**src/rtl/load_store_unit_if.sv**
```systemverilog
// load_store_unit_if: execute-stage request/response handshake plus the data-memory port
interface load_store_unit_if #(parameter int ADDR_W = 12);
    logic              req_valid;
    logic              req_ready;
    logic              req_store;
    logic [2:0]        req_funct3;
    logic [31:0]       req_addr;
    logic [31:0]       req_wdata;
    logic              resp_valid;
    logic              resp_ready;
    logic [31:0]       resp_rdata;
    logic [1:0]        resp_err;
    logic [ADDR_W-1:0] dmem_addr;
    logic [31:0]       dmem_wdata;
    logic [2:0]        dmem_sel;
    logic              dmem_write;
    logic [31:0]       dmem_rdata;
    modport master (
        output req_valid, req_store, req_funct3, req_addr, req_wdata, resp_ready, dmem_rdata,
        input  req_ready, resp_valid, resp_rdata, resp_err, dmem_addr, dmem_wdata, dmem_sel, dmem_write
    );
    modport slave (
        input  req_valid, req_store, req_funct3, req_addr, req_wdata, resp_ready, dmem_rdata,
        output req_ready, resp_valid, resp_rdata, resp_err, dmem_addr, dmem_wdata, dmem_sel, dmem_write
    );
endinterface

```
**src/rtl/load_store_unit.sv**
```systemverilog
// load_store_unit: one-at-a-time RISC-V load/store requester for the byte-addressed data memory
module load_store_unit #(
    parameter int ADDR_W      = 12,
    parameter bit CHECK_ALIGN = 1
) (
    input logic             clk,
    input logic             rst,
    load_store_unit_if.slave bus
);
    typedef enum logic [1:0] {IDLE, ACCESS, RESP} state_t;
    state_t      state, state_n;
    logic        store_q;
    logic [2:0]  f3_q;
    logic [1:0]  sz;
    logic        illegal, misaligned, fault, accept;
    logic [1:0]  err;
    logic [32:0] last_byte;
    logic [31:0] ext;
    always_comb begin
        sz         = bus.req_funct3[1:0];
        illegal    = bus.req_store ? (bus.req_funct3[2] || sz == 2'b11)
                                   : (sz == 2'b11 || bus.req_funct3 == 3'b110);
        misaligned = CHECK_ALIGN && ((sz == 2'd1 && bus.req_addr[0]) || (sz == 2'd2 && bus.req_addr[1:0] != 2'b00));
        // Last byte touched, kept at 33 bits so a wrap past 2^32 still reads as out of range
        last_byte  = {1'b0, bus.req_addr} + ((33'd1 << sz) - 33'd1);
        fault      = last_byte[32:ADDR_W] != '0;
        err        = illegal ? 2'd3 : misaligned ? 2'd1 : fault ? 2'd2 : 2'd0;
        accept     = state == IDLE && bus.req_valid;
        ext        = f3_q[1] ? bus.dmem_rdata
                   : f3_q[0] ? {{16{~f3_q[2] & bus.dmem_rdata[15]}}, bus.dmem_rdata[15:0]}
                             : {{24{~f3_q[2] & bus.dmem_rdata[7]}}, bus.dmem_rdata[7:0]};
    end
    always_ff @(posedge clk or posedge rst)
        if (rst) state <= IDLE;
        else     state <= state_n;
    always_comb begin
        state_n = state;
        case (state)
            IDLE:    if (bus.req_valid) state_n = err == 2'd0 ? ACCESS : RESP;
            ACCESS:  state_n = RESP;
            RESP:    if (bus.resp_ready) state_n = IDLE;
            default: state_n = IDLE;
        endcase
        bus.req_ready  = state == IDLE;
        bus.resp_valid = state == RESP;
        bus.dmem_write = state == ACCESS && store_q;
    end
    always_ff @(posedge clk or posedge rst) begin
        if (rst) begin
            store_q         <= 1'b0;
            f3_q            <= '0;
            bus.dmem_addr   <= '0;
            bus.dmem_wdata  <= '0;
            bus.dmem_sel    <= '0;
            bus.resp_rdata  <= '0;
            bus.resp_err    <= '0;
        end else begin
            if (accept) begin
                bus.resp_err   <= err;
                bus.resp_rdata <= '0;
                if (err == 2'd0) begin
                    store_q        <= bus.req_store;
                    f3_q           <= bus.req_funct3;
                    bus.dmem_addr  <= bus.req_addr[ADDR_W-1:0];
                    bus.dmem_wdata <= bus.req_wdata;
                    bus.dmem_sel   <= {1'b0, sz};
                end
            end
            if (state == ACCESS) bus.resp_rdata <= store_q ? 32'd0 : ext;
        end
    end
endmodule
```
**src/flat_wrapper.sv**
```systemverilog
// flat-port wrapper written by rule: the top's interface ports become plain ports
module load_store_unit_flat 
#(
    parameter int ADDR_W      = 12,
    parameter bit CHECK_ALIGN = 1
)
  (clk, rst, bus_req_valid, bus_req_store, bus_req_funct3, bus_req_addr, bus_req_wdata, bus_resp_ready, bus_dmem_rdata, bus_req_ready, bus_resp_valid, bus_resp_rdata, bus_resp_err, bus_dmem_addr, bus_dmem_wdata, bus_dmem_sel, bus_dmem_write);
  load_store_unit_if #(.ADDR_W(ADDR_W)) bus_i ();
  input logic clk;
  input logic rst;
  input wire logic [$bits(bus_i.req_valid)-1:0] bus_req_valid;
  input wire logic [$bits(bus_i.req_store)-1:0] bus_req_store;
  input wire logic [$bits(bus_i.req_funct3)-1:0] bus_req_funct3;
  input wire logic [$bits(bus_i.req_addr)-1:0] bus_req_addr;
  input wire logic [$bits(bus_i.req_wdata)-1:0] bus_req_wdata;
  input wire logic [$bits(bus_i.resp_ready)-1:0] bus_resp_ready;
  input wire logic [$bits(bus_i.dmem_rdata)-1:0] bus_dmem_rdata;
  output wire logic [$bits(bus_i.req_ready)-1:0] bus_req_ready;
  output wire logic [$bits(bus_i.resp_valid)-1:0] bus_resp_valid;
  output wire logic [$bits(bus_i.resp_rdata)-1:0] bus_resp_rdata;
  output wire logic [$bits(bus_i.resp_err)-1:0] bus_resp_err;
  output wire logic [$bits(bus_i.dmem_addr)-1:0] bus_dmem_addr;
  output wire logic [$bits(bus_i.dmem_wdata)-1:0] bus_dmem_wdata;
  output wire logic [$bits(bus_i.dmem_sel)-1:0] bus_dmem_sel;
  output wire logic [$bits(bus_i.dmem_write)-1:0] bus_dmem_write;
  assign bus_i.req_valid = bus_req_valid;
  assign bus_i.req_store = bus_req_store;
  assign bus_i.req_funct3 = bus_req_funct3;
  assign bus_i.req_addr = bus_req_addr;
  assign bus_i.req_wdata = bus_req_wdata;
  assign bus_i.resp_ready = bus_resp_ready;
  assign bus_i.dmem_rdata = bus_dmem_rdata;
  assign bus_req_ready = bus_i.req_ready;
  assign bus_resp_valid = bus_i.resp_valid;
  assign bus_resp_rdata = bus_i.resp_rdata;
  assign bus_resp_err = bus_i.resp_err;
  assign bus_dmem_addr = bus_i.dmem_addr;
  assign bus_dmem_wdata = bus_i.dmem_wdata;
  assign bus_dmem_sel = bus_i.dmem_sel;
  assign bus_dmem_write = bus_i.dmem_write;
  load_store_unit #(.ADDR_W(ADDR_W), .CHECK_ALIGN(CHECK_ALIGN)) u_core (.clk(clk), .rst(rst), .bus(bus_i));
endmodule
```
**config.mk**
```make
export PLATFORM = sky130hd
export DESIGN_NAME = load_store_unit_flat
export DESIGN_NICKNAME = d
export VERILOG_FILES = /design/src/rtl/load_store_unit_if.sv /design/src/rtl/load_store_unit.sv /design/src/flat_wrapper.sv
export SDC_FILE = /design/constraint.sdc
export NUM_CORES = 1
export LEC_CHECK = 0
export CAP_MARGIN = 20
export CORE_MARGIN = 2
export CORE_UTILIZATION = 45
export CTS_CLUSTER_DIAMETER = 40
export DETAILED_ROUTE_END_ITERATION = 6
export GPL_ROUTABILITY_DRIVEN = 0
export PLACE_DENSITY = 0.93
export SYNTH_ARGS = -nofsm -noshare
export SYNTH_HDL_FRONTEND = slang
export SYNTH_SLANG_ARGS = --single-unit
export TNS_END_PERCENT = 30
```
**constraint.sdc**
```tcl
create_clock -name clk -period 3.5 [get_ports clk]
set_input_delay 0.7 -clock clk [delete_from_list [all_inputs] [get_ports clk]]
set_output_delay 0.7 -clock clk [all_outputs]
set_load 0.02 [all_outputs]
```
==> results of run 1 <==
## cell usage after synthesis (3+ instances only)
library cell	n
a211oi_1	3
a21o_1	12
a21oi_1	28
a22o_1	8
a31oi_1	6
and2_1	3
and4_1	3
buf_4	4
clkbuf_1	11
dfrtp_1	84
ha_1	33
inv_1	41
mux2_2	28
mux2_4	20
nand2_1	57
nand2b_1	7
nand3_1	9
nand4_1	6
nor2_1	25
nor2b_1	19
nor3_1	5
nor3b_1	4
o211ai_1	4
o21a_1	7
o21ai_0	36
o21bai_1	6
o31ai_1	5
xnor2_1	7
xor2_1	9
## cells by family after synthesis
logic type      after synthesis  share of synthesized area, %
simple gates                146                         13.88
compound gates              138                         17.69
flops                        84                         40.49
buf+inv                      60                         4.965
mux                          50                         12.24
fa+ha+maj                    33                         7.954
xor+xnor                     16                         2.700
other cells                   1                       0.07224
## stage by stage
step                TNS, ns  power, W  hold WS, ns  setup slack (ns)  cell area [um2]
finish               -29.22  0.002760       0.4843           -0.6194             8721
global route         -34.31  0.002864       0.5231           -0.7173             8721
CTS                  -21.60  0.002694       0.4912           -0.4662             8574
detailed placement   -58.42  0.001685       0.4726            -1.224             7945
global placement     -48.57  0.001657       0.4497            -1.013             7945
floorplan            -13.91  0.001330       0.4861           -0.3719             5276
## what timing repair did
action                                 in CTS  in global routing
setup endpoints to repair                  51                 51
pin swaps                                  17                 18
endpoints found under the hold margin       0                  0
cloned                                      3                  0
gates resized for setup                    60                 30
buffers inserted                            8                  3
## worst paths after layout
kind / to / slack (ns) / cells past startpoint
min in group asynchronous: u_core.bus.resp_rdata[18]$_DFFE_PP0P_ / 0.77 / 2
max: u_core.bus.dmem_addr[8]$_DFFE_PP0P_ / -0.62 / 18
min reg2reg: u_core.bus.resp_rdata[18]$_DFFE_PP0P_ / 0.48 / 2
min: u_core.bus.resp_rdata[18]$_DFFE_PP0P_ / 0.48 / 2
max reg2reg: u_core.bus.resp_rdata[31]$_DFFE_PP0P_ / 1.06 / 4
max in group asynchronous: u_core.bus.resp_rdata[0]$_DFFE_PP0P_ / 1.95 / 3
## layout make-up
type,count,share of cell area (%)
multi-input cells,384,36.64
repair buffers,295,31.92
flip-flops and latches,84,24.10
clock buffers,11,2.783
well taps,143,2.052
inverters,41,1.808
clock inverters,5,0.6887
## critical path, delay by kind of cell
| family | cells | cell delay, ns |
|---|---|---|
| AOI/OAI and AO/OA | 4 | 1.28 |
| xor gates and xnor gates | 1 | 0.19 |
| adders and majority gates | 2 | 0.37 |
| buffers and inverters | 6 | 0.75 |
| muxes | 1 | 0.30 |
| and+or+nand+nor | 4 | 0.73 |
## routing by layer
layer | vias to the layer above | routed length [um]
li1 | 2456 | -
met1 | 2653 | 6879
met2 | 310 | 9955
met3 | 92 | 1307
met4 | 0 | 1015
met5 | - | 0
## power by group
part	internal, W	total (W)	leakage [nW]	switching (W)
logic	0.000408	0.000799	2.87	0.000391
clock network	0.000576	0.000979	0.146	0.000403
registers	0.000977	0.000982	1.17	0.00000490
## placed cells by master (no fill, tap or decap), types with 21 or more instances in the layout
master	synthesis	routed
nand2_1	57	53
dfrtp_1	84	84
ha_1	33	22
o21ai_0	36	32
inv_1	41	34
mux2_2	28	28
clkdlybuf4s50_1	0	173
buf_4	4	102
a21oi_1	28	21
nor2_1	25	24
## sequential cells by signal, indices dropped and copies added, names as in the netlist
name	count
u_core.bus.dmem_addr	12
u_core.bus.dmem_wdata	32
u_core.bus.resp_err	2
u_core.bus.resp_rdata	32
u_core.f3_q	3
u_core.state	2
u_core.store_q	1
==> flow_summary.toml, run 1 <==
[timing]
slew_headroom_pct = 51.76
fmax_mhz = 242.8
fin_crit_ns = 4.119
setup_viol = 51
rsz0062_at_grt = "true"
period_share_pct = 117.7
tightest_slew_ns = 0.7227
hold_violations = 0
drv_slew = 0
worst_slack_ns = -0.6194
clock_skew_ns = 0.005861

[yosys]
syn-cell-area_um2 = 5191
syn_inst = 528
synth_edf_count = 0
synth_largest_area_cell = "dfrtp_1"
seq_area_frac_synth_pct = 40.49
ys_ff_latch = 84
ys.flop_type = "dfrtp_1"
syn_nets = 665
yosysWarnings = 0
synth_area_leaders = "dfrtp_1, ha_1, mux2_2, mux2_4, nand2_1"
ys_async_sr_fraction_pct = 100.0
synth_top_area_share_pct = 40.49
avgSynthCellArea_um2 = 9.832
synth_cell_types = 58

[finish]
syn2layout_area_growth_pct = 67.99
multiInputGateArea_um2 = 3196
diodes = 0
fin_util_pct = 77.03
instances_no_fill = 963
fillers = 653
final_nets = 952
final_layout_size_suffix_gt1_share_pct = 28.54
seq_area_um2 = 2102

[power_and_ir_drop]
cellLeakagePower_nw = 4.179
p_per_area_nw_per_um2 = 316.5
vdd_drop_max_v = 0.0003342

[global_route]
grt_busiest_layer = "met2"
use_met3_pct = 5.661
met2_usage_pct = 55.77
grt_pass1_vias = 5668
antenna_found_initial = 0
overflow = 0
grt_pass1_wl_um = 29540
grt_max_degree = 43
grtUsageTotal_pct = 29.81
grt_use_met1_pct = 32.09

[floorplan]
rows = 39
io_pins = 188
die_y_um = 111.4
die_w_um = 111.4
start_util_pct = 45.86
die_area_um2 = 12410
core_area_um2 = 11320

[critical_path]
critPathKind = "in2reg"
crit_path_end_kind = "flop"
crit_chain = "clkdlybuf4s15_2 > inv_2 > ha_4 > inv_2 > ha_4 > a21o_1 > a311o_1 > nand2_2 > buf_4 > nand3_2 > xor2_1 > a2111oi_2 > o2111ai_2 > nor4_4 > nand3_4 > buf_12 > buf_12 > mux2_4"
cp_data_required_time_ns = 3.72
worstSetupStartpointType = "primary input"
critPathMaxStageDelay_ns = 0.40
rr_startpoint = "u_core.f3_q[1]$_DFFE_PP0P_"
crit_slowest_cell = "a2111oi_2"
critPathLaunch = "bus_req_addr[2]"
cp.arrival_ns = 4.34
crit_fanout = 8

[clocking]
clock_path_buffers = 2
clock_sinks = 84
root_buffer = "clkbuf_16"
clock_latency_ns = 0.34
cts_hold_buf = 0
clk_pin_slew_ns = 0.06
cts_max_level = 3
cts_buffers = 9
cts_tree = "yes"

[drt]
drtAntennaViolNets = 0
vias = 5511
drc = 0
wl_um = 19160
viasPerCell = 5.723
drt-initial-drc-count = 462
wl_per_cell_um = 19.89
first_pass_iters = 5

[outcome]
failed_checks = "setup timing"
outcome = "finished, violations left"

[worst_hold_path]
hold_start = "u_core.bus.resp_rdata[18]$_DFFE_PP0P_"
hp-class = "reg2reg"

[placement]
port_buffers = 186
dp.cells = 934
dpl.hpwl_um = 13080

[run]
maxCapViolations = 0
(Power assumes the default switching activity.)
==> run 2, diff against run 1 <==
--- a/config.mk
+++ b/config.mk
@@ -6,7 +6,7 @@
 export NUM_CORES = 1
 export LEC_CHECK = 0
 export CAP_MARGIN = 20
-export CORE_MARGIN = 2
+export CORE_MARGIN = 3
 export CORE_UTILIZATION = 45
 export CTS_CLUSTER_DIAMETER = 40
 export DETAILED_ROUTE_END_ITERATION = 6
==> flow_summary.toml, run 2 (synthesis results as in run 1) <==
[floorplan]
rows = 38
io_pins = 188
die_area_um2 = 12860
die_y_um = 113.4
start_util_pct = 46.86
core_area_um2 = 11080
die_w_um = 113.4

[critical_path]
critPathLaunch = "bus_req_addr[2]"
critPathKind = "in2reg"
rr_startpoint = "u_core.f3_q[1]$_DFFE_PP0P_"
r2r-end = "u_core.bus.resp_rdata[22]$_DFFE_PP0P_"
crit_slowest_cell = "nor4_4"
regToRegSetupSlack_ns = 1.05
crit_path_end_kind = "flop"
cp_data_required_time_ns = 3.73
critPathMaxStageDelay_ns = 0.36
worstSetupStartpointType = "primary input"
endpoint = "u_core.bus.dmem_wdata[14]$_DFFE_PP0P_"
crit_chain = "clkdlybuf4s15_2 > inv_2 > ha_4 > inv_4 > ha_4 > a21o_1 > a311oi_4 > buf_4 > o21a_1 > o21ai_2 > xor2_1 > a2111oi_2 > o2111ai_2 > nor4_4 > nand3_2 > buf_4 > buf_8 > buf_12 > mux2_4"
crit_fanout = 5
cp.arrival_ns = 4.43
rr_worst_depth = 4

[clocking]
clock_latency_ns = 0.35
clk_pin_slew_ns = 0.07
cts_buffers = 9
clock_path_buffers = 2
cts_hold_buf = 0
root_buffer = "clkbuf_16"
clock_sinks = 84
cts_max_level = 3
cts_tree = "yes"

[timing]
worst_slack_ns = -0.7014
fin_crit_ns = 4.201
rsz0062_at_grt = "true"
tightest_slew_ns = 0.9306
clock_skew_ns = 0.01400
slew_headroom_pct = 37.92
hold_violations = 0
setup_viol = 51
period_share_pct = 120.0
fmax_mhz = 238.0
whs_ns = 0.4818
drv_slew = 0

[worst_hold_path]
hp-class = "reg2reg"

[drt]
first_pass_iters = 6
viasPerCell = 5.946
drtAntennaViolNets = 0
wl_per_cell_um = 22.60
vias = 5833
wl_um = 22170
drc = 0
drt-initial-drc-count = 600

[power_and_ir_drop]
switching_share_pct = 29.44
vdd_drop_max_v = 0.0002995
power_frac_seq_pct = 33.6
internal_power_w = 0.002065
power_frac_comb_pct = 30.3
p_per_area_nw_per_um2 = 321.1
p_sw_w = 0.0008616
cellLeakagePower_nw = 4.361
clkPwrFrac_pct = 36.2

[global_route]
grt_pass1_wl_um = 30220
antenna_found_initial = 0
grt_pass1_vias = 5862
grt_max_degree = 36
overflow = 0
grtUsageTotal_pct = 29.54

[placement]
dpl.hpwl_um = 13310
port_buffers = 186

[run]
maxCapViolations = 0

[finish]
layout_commonest_cell = "clkdlybuf4s50_1"
fillers = 529
final_layout_size_suffix_gt1_share_pct = 32.34
diodes = 0
final_nets = 974
syn2layout_area_growth_pct = 75.58
mostFrequentLayoutCells = "clkdlybuf4s50_1, buf_4, dfrtp_1"
top_regs = "u_core.bus.dmem_wdata: 32 flops, u_core.bus.resp_rdata: 32 flops, u_core.bus.dmem_addr: 12 flops"
fin_util_pct = 82.28

[outcome]
failed_checks = "setup timing"
outcome = "finished, violations left"
==> run 2: power groups by stage <==
stage / clock network, W / logic, W / registers, W
2_1_floorplan: 0 / 0.000324 / 0.00101
3_3_place_gp: 0 / 0.000667 / 0.000999
3_5_place_dp: 0 / 0.000693 / 0.00100
4_1_cts: 0.00105 / 0.000753 / 0.000982
5_1_grt: 0.00110 / 0.000929 / 0.000982
6_report: 0.00106 / 0.000886 / 0.000983
==> run 2: metal layers <==
| layer | GRT usage, % | part of all wire [%] | up-vias |
|---|---|---|---|
| met1 | 32.81 | 36 | 2790 |
| met5 | 0 | 0 | - |
| met2 | 55.45 | 52 | 414 |
| met4 | 12.58 | 5.4 | 0 |
| met3 | 4.881 | 7.1 | 121 |
| li1 | - | - | 2508 |
==> run 2: worst max-delay path: cells and delay by family <==
family / cells / cell delay (ns)
adder cells (fa/ha/maj): 2 / 0.41
buffers and inverters: 7 / 0.94
AO/OA/AOI/OAI: 6 / 1.36
XOR/XNOR: 1 / 0.18
AND/OR/NAND/NOR: 2 / 0.51
multiplexers: 1 / 0.31
==> run 2: cell type report <==
cell class | instances | area, um2 | share of cell area, %
clock buffers | 10 | 239.0 | 2.622
clock inverters | 5 | 85.08 | 0.9334
inverters | 41 | 160.2 | 1.757
multi-input cells | 384 | 3307 | 36.28
flip-flops and latches | 84 | 2102 | 23.06
well taps | 140 | 175.2 | 1.922
repair buffers | 317 | 3047 | 33.42
==> run 2: per-stage QoR <==
stage | cell area, um2 | total power, W | TNS (ns) | instances | setup slack [ns]
2_1_floorplan | 5276 | 0.001330 | -13.91 | 528 | -0.3719
3_3_place_gp | 8009 | 0.001667 | -51.62 | 940 | -1.063
3_5_place_dp | 8009 | 0.001693 | -60.72 | 940 | -1.270
4_1_cts | 8772 | 0.002783 | -21.16 | 971 | -0.4913
5_1_grt | 9115 | 0.003010 | -36.26 | 981 | -0.7686
6_report | 9115 | 0.002927 | -32.43 | 981 | -0.7014
==> run 2: worst min path at each step <==
stage                                               start                               endpoint  slack (ns)  cells after the start
floorplan                      u_core.f3_q[2]$_DFFE_PP0P_             u_core.f3_q[2]$_DFFE_PP0P_        0.49                      1
global placement    u_core.bus.resp_rdata[14]$_DFFE_PP0P_  u_core.bus.resp_rdata[14]$_DFFE_PP0P_        0.46                      2
CTS                 u_core.bus.resp_rdata[11]$_DFFE_PP0P_  u_core.bus.resp_rdata[11]$_DFFE_PP0P_        0.48                      2
finish              u_core.bus.resp_rdata[11]$_DFFE_PP0P_  u_core.bus.resp_rdata[11]$_DFFE_PP0P_        0.48                      2
detailed placement  u_core.bus.resp_rdata[12]$_DFFE_PP0P_  u_core.bus.resp_rdata[12]$_DFFE_PP0P_        0.46                      2
global route        u_core.bus.resp_rdata[24]$_DFFE_PP0P_  u_core.bus.resp_rdata[24]$_DFFE_PP0P_        0.51                      2
==> run 2: what timing repair did <==
action,in CTS,in global routing
gates cloned,4,2
hold endpoints to repair,0,0
gates resized for setup,76,56
pin swaps,26,36
buffers inserted,12,11
endpoints found under the setup margin,51,51
==> run 3, diff against run 2 <==
--- a/config.mk
+++ b/config.mk
@@ -12,6 +12,7 @@
 export DETAILED_ROUTE_END_ITERATION = 6
 export GPL_ROUTABILITY_DRIVEN = 0
 export PLACE_DENSITY = 0.93
+export SLEW_MARGIN = 10
 export SYNTH_ARGS = -nofsm -noshare
 export SYNTH_HDL_FRONTEND = slang
 export SYNTH_SLANG_ARGS = --single-unit
==> results of run 3 <==
Final layout, timing and power as in run 2 (identical DEF).
